**src/rtl/seg_msg_sequencer.sv**
```systemverilog
// Sequences characters of a 7-segment message: debounced button or prescaled tick
// advances the ROM index, with a blank gap inserted between successive characters.
module seg_msg_sequencer #(
    parameter int IDX_W        = 4,
    parameter int DEB_CYCLES   = 65536,
    parameter int TICK_DIV     = 1000000,
    parameter int BLANK_CYCLES = 2000000
) (
    input  logic             clk,
    input  logic             rst_n,
    input  logic             btn_raw,
    input  logic             mode_auto,
    input  logic [2:0]       speed,
    input  logic [IDX_W-1:0] msg_last,
    input  logic [7:0]       glyph,
    output logic [7:0]       seg_out,
    output logic [IDX_W-1:0] char_idx,
    output logic             step_evt,
    output logic [1:0]       phase
);

    localparam int DW = $clog2(DEB_CYCLES + 1);
    localparam int PW = $clog2(TICK_DIV * 8 + 1);
    localparam int BW = $clog2(BLANK_CYCLES + 1);

    typedef enum logic [1:0] {
        IDLE  = 2'd0,
        SHOW  = 2'd1,
        BLANK = 2'd2
    } state_t;

    state_t           state_q, state_d;
    logic             sync1_q, sync2_q;
    logic             deb_q, deb_d, deb_prev_q, btn_req_q;
    logic [DW-1:0]    deb_cnt_q, deb_cnt_d;
    logic [PW-1:0]    presc_q, presc_d, presc_lim;
    logic [BW-1:0]    blank_q, blank_d;
    logic [7:0]       seg_q, seg_d;
    logic [IDX_W-1:0] idx_q, idx_d, idx_next;
    logic             tick, req, accept;

    // The debounced level flips on the DEB_CYCLES-th consecutive disagreeing sample.
    always_comb begin
        deb_d     = deb_q;
        deb_cnt_d = '0;
        if (sync2_q != deb_q) begin
            if (deb_cnt_q == DW'(DEB_CYCLES - 1)) begin
                deb_d = sync2_q;
            end else begin
                deb_cnt_d = deb_cnt_q + 1'b1;
            end
        end
    end

    assign presc_lim = PW'(TICK_DIV * (int'(speed) + 1) - 1);
    assign tick      = mode_auto && (state_q != BLANK) && (presc_q == presc_lim);
    assign req       = mode_auto ? tick : btn_req_q;
    assign accept    = req && (state_q != BLANK);
    assign idx_next  = (idx_q >= msg_last) ? '0 : idx_q + 1'b1;

    // Prescaler freezes during the gap; a lowered limit just lets it wrap at full width.
    always_comb begin
        if (!mode_auto || accept) begin
            presc_d = '0;
        end else if (state_q == BLANK) begin
            presc_d = presc_q;
        end else begin
            presc_d = presc_q + 1'b1;
        end
    end

    always_comb begin
        state_d = state_q;
        seg_d   = seg_q;
        idx_d   = idx_q;
        blank_d = blank_q;
        case (state_q)
            IDLE: begin
                seg_d = '0;
                if (accept) begin
                    state_d = SHOW;
                    seg_d   = glyph;
                end
            end
            SHOW: begin
                if (accept) begin
                    state_d = BLANK;
                    seg_d   = '0;
                    blank_d = '0;
                    idx_d   = idx_next;
                end
            end
            BLANK: begin
                if (blank_q == BW'(BLANK_CYCLES - 1)) begin
                    state_d = SHOW;
                    seg_d   = glyph;
                end else begin
                    blank_d = blank_q + 1'b1;
                end
            end
            default: begin
                state_d = IDLE;
                seg_d   = '0;
            end
        endcase
    end

    always_ff @(posedge clk or negedge rst_n) begin
        if (!rst_n) begin
            sync1_q    <= 1'b0;
            sync2_q    <= 1'b0;
            deb_q      <= 1'b0;
            deb_prev_q <= 1'b0;
            btn_req_q  <= 1'b0;
            deb_cnt_q  <= '0;
            presc_q    <= '0;
            blank_q    <= '0;
            seg_q      <= '0;
            idx_q      <= '0;
            state_q    <= IDLE;
        end else begin
            sync1_q    <= btn_raw;
            sync2_q    <= sync1_q;
            deb_q      <= deb_d;
            deb_prev_q <= deb_q;
            btn_req_q  <= deb_q & ~deb_prev_q;
            deb_cnt_q  <= deb_cnt_d;
            presc_q    <= presc_d;
            blank_q    <= blank_d;
            seg_q      <= seg_d;
            idx_q      <= idx_d;
            state_q    <= state_d;
        end
    end

    assign seg_out  = seg_q;
    assign char_idx = idx_q;
    assign step_evt = accept;
    assign phase    = state_q;

endmodule

```
**config.mk**
```make
export PLATFORM = sky130hd
export DESIGN_NAME = seg_msg_sequencer
export DESIGN_NICKNAME = d
export VERILOG_FILES = /design/src/rtl/seg_msg_sequencer.sv
export SDC_FILE = /design/constraint.sdc
export NUM_CORES = 1
export LEC_CHECK = 0
export CORE_MARGIN = 2
export CORE_UTILIZATION = 59
export CTS_CLUSTER_DIAMETER = 80
export CTS_CLUSTER_SIZE = 28
export DETAILED_ROUTE_END_ITERATION = 7
export PLACE_DENSITY = 0.84
export SETUP_SLACK_MARGIN = 0.1
export SYNTH_ARGS = -nofsm -noshare
export SYNTH_HDL_FRONTEND = slang
export SYNTH_SLANG_ARGS = --single-unit
```
**constraint.sdc**
```tcl
create_clock -name clk -period 12.5 [get_ports clk]
set_input_delay 3.75 -clock clk [delete_from_list [all_inputs] [get_ports clk]]
set_output_delay 3.75 -clock clk [all_outputs]
set_load 0.01 [all_outputs]
```
==> flow_summary.ini <==
[run_status]
status = finished, final reports clean

[yosys]
synth-seq-cells = 80
yosys_warnings = 0
yosysUniqueCellTypes = 57
yosys.area.top_type = dfrtp_1
synth_top_area_share_pct = 42.4
ys_seq_area_share_pct = 42.4
synth_cells = 491
ys_async_sr_fraction_pct = 100
synth_edf_count = 0
syn_avg_cell_area_um2 = 9.62
synth_fp_nets = 532
synth.area.top_cells = dfrtp_1 42%, xor2_1 7.6%, nor2_1 6.2%
synth_area_mm2 = 0.00473
ys.flop_type = dfrtp_1

[routing]
drt_iter0_markers = 238
wl_per_cell_um = 15.6
ant_nets = 0
viasPerCell = 5.77
vias = 3647
drt-pass1-iter-count = 5
wl_um = 9850
drc = 0

[timing]
rsz0062_at_grt = no
slew_violations = 0
clock_skew_ns = 0.00937
setup_tns_ns = 0
period_needed_ns = 12.15
max-slew-margin-rel_pct = 26.4
finalHoldViolations = 0
fin_crit_sh_pct = 97.2
finalSetupViolations = 0
max_freq_mhz = 82.3
tightestPinTransition_ns = 1.09

[clock_tree]
cts_setup_buffers = 0
cts_resized = 0
root_buffer = clkbuf_8
clk_latency_ns = 0.35
cts_buffers = 9
clkTransAtPathRegs_ns = 0.09
ctsHoldBuffers = 0
cts_max_level = 3
clockBufferDepth = 2
cts_tree = yes
clock_sinks = 80

[placement]
io_buffer_count = 33
gp_congestion = 0.927
post-dp-hpwl_um = 6990

[hold_path]
hp-class = flip-flop to flip-flop
min_delay_worst_endpoint = sync2_q$_DFF_PN0_
holdPathStages = 0
min-delay-start = sync1_q$_DFF_PN0_

[critical_path]
crit_path_cell_trace = clkdlybuf4s50_1, buf_4, inv_1, ha_1, xor2_1, fa_1, fa_1, xnor2_1, xnor2_1, nor4_1, o22ai_1, a2111o_1, a21oi_1, clkdlybuf4s50_1
cp.arrival_ns = 8.40
slowest_stage = clkdlybuf4s50_1
max_stage_delay_ns = 0.58
reg2reg_depth = 7
critPathMaxFanout = 14
timing.critical_path.from_type = input port
rr_endpoint = blank_q[1]$_DFFE_PN0P_
r2r-start = presc_q[8]$_DFFE_PN0P_
crit_path_end_kind = output pin
crit_required_ns = 8.75
critPathKind = input port to output pin
regToRegSetupSlack_ns = 9.43

[floorplan]
fp-row-count = 32
dieArea_mm2 = 0.00874
num_io_pins = 34
die_height_um = 93.5
start_util_pct = 61.2
core_area_mm2 = 0.00773
die_x_um = 93.5

[flow_run]
maxCapViolCount = 0

[power_and_ir_drop]
powerDensity_mw_per_mm2 = 103
leakagePower_uw = 0.00232
power_uw = 555
ir_worst_vdd_v = 0.0000969

[cells_and_area]
final_common_cell = dfrtp_1
n_antenna_cell = 0
postLayoutCoreUtil_pct = 69.5
drive_above_1_share_pct = 6.98
fillCellCount = 558
area_delta_synth_final_pct = 13.7
mostFrequentLayoutCells = 80 x dfrtp_1, 78 x nor2_1, 40 x xor2_1, 33 x nand2_1, 32 x clkdlybuf4s50_1
fin_nets = 566

[global_routing]
track_usage_pct = 24.2
antenna_found_initial = 0
grt_max_degree = 81
grt_pass1_vias = 3601
grt_pass1_wl_um = 16700
gr-total-overflow = 0
==> cell usage after synthesis, types with 2 or more instances <==
cell,number
and4_1,4
a21oi_1,7
and2_1,6
and3_1,10
a22o_1,9
a31o_2,2
o2111ai_1,4
buf_6,2
or4_1,3
o21ai_0,6
a2111oi_4,3
nand3_1,27
mux2i_1,3
o221ai_1,2
nand4_1,19
nor3_1,8
xor2_1,41
nor2b_1,9
inv_1,17
nor2_1,78
a21o_1,2
a31oi_1,2
nand2_1,33
clkbuf_1,8
dfrtp_1,80
buf_2,5
nor4_1,6
o22ai_1,3
o211ai_1,4
nand2b_1,6
nor3b_1,3
nand3b_1,2
xnor2_1,31
fa_1,3
ha_1,19
or2_2,3
==> routing by layer <==
layer / routed length, µm / vias to the layer above / global-route usage, % / part of all wire, %
li1: - / 1775 / - / -
met1: 4320 / 1776 / 32.0 / 44
met2: 4970 / 80 / 40.3 / 50
met3: 423 / 16 / 5.48 / 4.3
met4: 146 / 0 / 6.37 / 1.5
met5: 0 / - / 0 / 0
==> layout make-up <==
class                      instances  area (µm²)  area share [%]
clock inverter                     7         100            1.86
multi-input combinational        378        2580            48.1
timing repair buffer              39         373            6.94
sequential                        80        2000            37.3
tap                              102         128            2.38
clock buffer                       9         124            2.31
inverter                          17        63.8            1.19
==> where the power goes <==
group / switching [µW] / total (µW) / internal, µW / leakage, µW
combinational: 45.8 / 78.0 / 32.2 / 0.00113
sequential: 0.872 / 261 / 260 / 0.00108
clock: 102 / 216 / 115 / 0.000115
total: 148 / 555 / 407 / 0.00232
==> kinds of logic (layout without fill, tap and decap cells) <==
kind of cell    after synthesis  in the layout  synth area share (%)
mux                           4              4                 0.874
xor+xnor                     72             72                  13.3
other cells                   1              1                0.0794
fa+ha+maj                    22             22                  6.30
simple gates                224            224                  23.9
flops                        80             80                  42.4
buf+inv                      33             72                  3.15
compound gates               55             55                  10.0
==> state kept, by name, indices dropped and copies added (netlist names) <==
| name | count |
|---|---|
| deb_cnt_q | 17 |
| presc_q | 23 |
| deb_q | 1 |
| char_idx | 4 |
| seg_out | 8 |
| sync1_q | 1 |
| deb_prev_q | 1 |
| phase | 2 |
| btn_req_q | 1 |
| blank_q | 21 |
| sync2_q | 1 |
==> worst max-delay path: cells and delay by family <==
family          cells  cell delay, ns
simple gates        1            0.29
compound gates      3            0.96
xor+xnor            3            0.63
fa+ha+maj           3            1.41
buf+inv             4            1.35
==> stage by stage <==
step | std cells | instance area (µm²) | hold slack (ns) | setup WS, ns
after floorplan | 491 | 4730 | 0.331 | 1.28
after global placement | 616 | 5140 | 0.339 | 0.527
after detailed placement | 616 | 5140 | 0.336 | 0.401
after CTS | 632 | 5370 | 0.357 | 0.377
after global routing | 632 | 5370 | 0.361 | 0.114
final | 632 | 5370 | 0.357 | 0.352
==> how the worst max path moves through the flow <==
stage,start,end,slack (ns)
floorplan,speed[0],step_evt,1.28
CTS,speed[0],step_evt,0.38
detailed placement,speed[0],step_evt,0.40
global placement,speed[0],step_evt,0.53
global route,speed[0],step_evt,0.11
finish,speed[0],step_evt,0.35
No activity file was read; power rests on OpenSTA's default activity.
==> patch 1: new RTL, config.mk and constraints unchanged <==
Put one more register stage on the output `seg_out`, without a reset. The value now appears one clock later. The other outputs are not delayed to match.
--- a/src/rtl/seg_msg_sequencer.sv
+++ b/src/rtl/seg_msg_sequencer.sv
@@ -133,7 +133,9 @@
         end
     end
 
-    assign seg_out  = seg_q;
+    always_ff @(posedge clk) begin
+        seg_out <= seg_q;
+    end
     assign char_idx = idx_q;
     assign step_evt = accept;
     assign phase    = state_q;
Formal check against the unedited RTL: same outputs for any inputs over 10 cycles, from zero or initial values and one cycle with rst_n low; that may be too few to reach the edited logic, so the function may still have changed.
==> patch 1 against the unedited design <==
Area after synthesis is 1.9% higher; sequential cell count is 8 higher; first-iteration DRC count is 19% lower; setup slack better by 130 ps; sequential share of layout area is 2.7 points higher; power is 1.1% lower; cell area is 0.72% higher; routed wire length is 3.2% lower; die area is 1.8% higher; sequential power is 10% higher; critical path type unchanged; critical endpoint unchanged.
==> patch 1: results (changes against the unedited design) <==
synth:
  ys_types: 57  # unchanged
  synth-seq-area-share: 0.449  # +0.0256
  synthCells: 493  # +0.41%
  synthFlopType: "dfrtp_1"
  synthTopCellsByCount: "dfrtp_1, nor2_1, xor2_1"
  async_flop_share: 0.909  # -0.0909
  synth-warning-count: 0  # unchanged
  synth_area_leaders: "dfrtp_1, xor2_1, xnor2_1, nor2_1, ha_1"
  synth_fp_nets: 534  # +0.38%
timing:
  tightest_slew_ps: 1270  # +177 ps
  fin_skew_ps: 11.4  # +2.06 ps
place:
  hpwlAfterDp_mm: 6.71  # -4.0%
  globalplace.congestion: 0.851  # -8.3%
  placed_area_mm2: 0.00522  # +1.5%
  port_buffers: 33  # unchanged
  place_inst: 618  # +0.32%
  dp_slack_ps: 368  # -33.1 ps
critical_path:
  cp_max_fo: 7  # -7
  arrival_ps: 8270  # -130 ps
global_route:
  antenna_found_initial: 0  # unchanged
  track_usage: 0.238  # -0.00390
  grt_max_degree: 81  # unchanged
  grt_pass1_vias: 3687  # +2.4%
  grt_pass1_wl_mm: 16.8  # +0.21%
cts:
  h-tree-depth: 3  # unchanged
  clock_path_buffers: 2  # unchanged
  numCtsBuffers: 9  # unchanged
  clk_pin_slew_worst_paths_ps: 70  # -20 ps
  clk_latency_ps: 350  # about the same
  cts-root-buf: "clkbuf_8"
pwr:
  ir_drop_v: 0.000125  # +29%
  intPower_mw: 0.410  # +0.78%
  p_leak_nw: 2.24  # -3.8%
status:
  status: "finished, final reports clean"
route:
  drt_iter0_markers: 192  # -19%
  drtPass1Iterations: 6  # +1
  routed_wl_mm: 9.54  # -3.2%
  vias: 3597  # -1.4%
  wl_per_cell_um: 15.0  # -3.5%
final_layout:
  reg.largest.list: "presc_q (23), blank_q (21), deb_cnt_q (17)"
  nNetsFinal: 568  # +0.35%
  antenna_cells: 0  # unchanged
  fillers: 588  # +5.4%
  drive_above_1_share: 0.0545  # -0.0153
min_path:
  worst_hold_path_type: "reg2reg"
patch 1: cell count changes in the layout (fill, tap and decap cells not counted), sizes merged, moves of 6 or more:
| cell | change |
|---|---|
| xnor2 | +6 |
| dfxtp | +8 |
| a22o | -9 |
| a32o | +7 |
| nand2 | +7 |
patch 1: what timing repair did:
action | CTS | global route
gates resized for setup | 0 | 2
setup buffers | 0 | 0
hold endpoints to repair | 0 | 0
hold buffers | 0 | 0
endpoints found under the setup margin | 0 | 1
patch 1: final timing paths:
kind / from / endpoint / slack [ps] / cells past startpoint
hold / removal: sync1_q / sync2_q / 360 / 0
max in group asynchronous: rst_n / seg_q[6] / 8290 / 1
min in group asynchronous: rst_n / blank_q[13] / 3550 / 1
hold reg to reg: sync1_q / sync2_q / 360 / 0
setup reg to reg: presc_q[0] / blank_q[19] / 9010 / 10
setup / recovery: speed[0] / step_evt / 480 / 15
patch 1: final cells by class:
class | instances | area, um^2 | area share
Sequential cell | 88 | 2160 | 0.400
Clock buffer | 12 | 135 | 0.0250
Inverter | 20 | 75.1 | 0.0139
Tap cell | 102 | 128 | 0.0236
Multi-Input combinational cell | 372 | 2510 | 0.464
Clock inverter | 4 | 47.5 | 0.00879
Timing Repair Buffer | 36 | 353 | 0.0652
patch 1: logic make-up (layout without fill, tap and decap cells):
group	after synthesis	count (layout)	share of synthesized area
other	1	1	0.000779
adder cells (fa/ha/maj)	22	22	0.0619
XOR/XNOR	80	80	0.146
multiplexers	3	3	0.00650
buffers and inverters	33	72	0.0307
AND/OR/NAND/NOR	214	214	0.223
AO/OA/AOI/OAI	52	52	0.0827
flip-flops	88	88	0.449
patch 1: routing by layer:
layer / GRT usage / up-vias / wire length (um)
li1: - / 1750 / -
met1: 0.304 / 1771 / 4270
met2: 0.393 / 57 / 4690
met3: 0.0562 / 19 / 365
met4: 0.0954 / 0 / 217
met5: 0 / - / 0
patch 1: worst max-delay path, cell delays in order:
cell and delay [ps]:
clkdlybuf4s50_1 500, inv_1 130, ha_1 340, clkinv_1 220, xnor2_1 300, fa_1 500
fa_1 450, xor2_1 180, xnor2_1 170, or4_1 480, o22a_1 180, o311ai_1 110
a32oi_1 200, nor2_1 170, clkdlybuf4s50_1 560
patch 1: power by group through the flow:
| stage | combinational, mW | clock [mW] | sequential (mW) |
|---|---|---|---|
| finish | 0.0744 | 0.187 | 0.288 |
| global route | 0.0837 | 0.201 | 0.288 |
| CTS | 0.0745 | 0.190 | 0.288 |
| detailed placement | 0.0741 | 0 | 0.293 |
| global placement | 0.0699 | 0 | 0.293 |
| floorplan | 0.0513 | 0 | 0.293 |
==> patch 2: new RTL, same flow settings <==
Made on the original files. Set the parameter `BLANK_CYCLES` to 1000000 (it was 2000000).
--- a/src/rtl/seg_msg_sequencer.sv
+++ b/src/rtl/seg_msg_sequencer.sv
@@ -4,7 +4,7 @@
     parameter int IDX_W        = 4,
     parameter int DEB_CYCLES   = 65536,
     parameter int TICK_DIV     = 1000000,
-    parameter int BLANK_CYCLES = 2000000
+    parameter int BLANK_CYCLES = 1000000
 ) (
     input  logic             clk,
     input  logic             rst_n,
Formal check against the unedited RTL: no difference found for any inputs over 10 cycles, from zero or initial values and one cycle with rst_n low; that may be too few to reach the edited logic, so the function may still have changed.
==> patch 2 against the unedited design <==
Sequential cell count shrank 1; die area shrank 0.78%; cell area shrank 1.0%; count of clock-buffer cells in the layout grew 3; via count shrank 4.9%; routed wire length shrank 6.0%; largest cell class unchanged; utilization shrank 0.70 points; non-clock buffer count shrank 1; area after synthesis shrank 0.82%; first-iteration DRC count grew 0.42%; power shrank 1.3%; critical path type unchanged; largest power group unchanged; clock skew shrank 0.75 ps; setup slack lost 32 ps.
==> patch 2: results (changes against the unedited design) <==
cts:
  clk_latency_ps: 340
  h-tree-depth: 3  # unchanged
  post-cts-setup-buffers: 0  # unchanged
  postCtsResizedCells: 0  # unchanged
  numCtsBuffers: 9  # unchanged
  clk_pin_slew_worst_paths_ps: 70  # -20 ps
  cts-root-buf: "clkbuf_8"
  clock_path_buffers: 2  # unchanged
synth:
  synth_compound_area_frac: 0.0844  # -0.0160
  synth-warning-count: 0  # unchanged
  synthTopCellsByCount: "dfrtp_1, nor2_1, nand2_1, xnor2_1, xor2_1"
  synth-seq-area-share: 0.422  # -0.00183
  ys_types: 56  # -1.8%
  synth_fp_nets: 528  # -0.75%
  synth_xor_area_frac: 0.145  # +0.0112
  yosys.area_share.adder: 0.0828  # +0.0197
  async_flop_share: 1.00  # unchanged
  synth_area_leaders: "dfrtp_1, xnor2_1, xor2_1, ha_1, nor2_1"
  synthCells: 481  # -2.0%
  synthMuxAreaShare: 0.0136  # +0.00488
final_layout:
  drive_above_1_share: 0.0673  # -0.00250
  nNetsFinal: 563  # -0.53%
  final_cells: 622  # -1.6%
  reg.largest.list: "presc_q (23), blank_q (20), deb_cnt_q (17)"
  antenna_cells: 0  # unchanged
  multi_input_area_mm2: 0.00258  # about the same
  fillers: 583  # +4.5%
min_path:
  worst_hold_path_type: "reg2reg"
place:
  port_buffers: 33  # unchanged
  hpwlAfterDp_mm: 6.59  # -5.7%
  dp_slack_ps: 360  # -41.3 ps
  place_inst: 607  # -1.5%
  placed_area_mm2: 0.00512  # -0.44%
  globalplace.congestion: 0.923  # -0.52%
route:
  drtPass1Iterations: 4  # -1
  drt_iter0_markers: 239  # +0.42%
  vias: 3469  # -4.9%
  wl_per_cell_um: 14.9  # -4.5%
global_route:
  track_usage: 0.230  # -0.0117
  grt_max_degree: 80  # -1.2%
  grt_pass1_wl_mm: 16.1  # -3.6%
  antenna_found_initial: 0  # unchanged
critical_path:
  crit_slowest_cell: "clkdlybuf4s50_1"
  arrival_ps: 8430  # +30 ps
  cp_max_fo: 8  # -6
  cp_slowest_stage_delay_ps: 600  # +20 ps
  critPathTopFamily: "adder cells"
pwr:
  ir_drop_v: 0.0000618  # -36%
  p_leak_nw: 2.37  # +2.0%
timing:
  fin_skew_ps: 8.62  # -0.753 ps
  slew-limit-headroom: 0.330  # +0.0655
status:
  status: "finished, final reports clean"
patch 2: changes by cell type after synthesis, moves of 4 or more:
cell and change:
nand2_1 +4, xnor2_1 +6, xor2_1 -5, and3_1 +6
a21oi_1 +5, o2111ai_1 -4, nor3_1 -5, ha_1 +4
nand4_1 -7
patch 2: power breakdown:
group          internal [mW]  total, mW  switching [mW]  leakage [nW]
clock network          0.102      0.187          0.0850        0.0985
logic                 0.0463      0.102          0.0556          1.29
registers              0.257      0.259         0.00164         0.979
total                  0.405      0.548           0.142          2.37
patch 2: worst reg2reg max path: cells and delay by family (launching register included):
family,cells,cell delay [ps]
simple gates,5,1880
flops,1,470
compound gates,1,320
xor+xnor,1,140
patch 2: path summary, 6_finish.rpt:
path	startpoint	endpoint	slack, ps	cells past startpoint
worst min register to register	sync1_q	sync2_q	360	0
worst max-delay path	speed[0]	step_evt	320	14
min in group asynchronous	rst_n	presc_q[4]	3560	1
worst max register to register	phase[0]	blank_q[15]	9560	7
worst min-delay path	sync1_q	sync2_q	360	0
max in group asynchronous	rst_n	presc_q[11]	8320	1
patch 2: final cells by class:
class | count | area share
flip-flops and latches | 79 | 0.372
multi-input cells | 369 | 0.485
clock buffers | 12 | 0.0292
well taps | 102 | 0.0240
repair buffers | 38 | 0.0687
inverters | 19 | 0.0134
clock inverters | 3 | 0.00800
patch 2: per-layer routing:
metal | GRT usage | share of wire | up-vias
met2 | 0.371 | 0.49 | 48
met4 | 0.0797 | 0.018 | 0
met1 | 0.313 | 0.47 | 1686
met5 | 0 | 0 | -
li1 | - | - | 1720
met3 | 0.0451 | 0.028 | 15
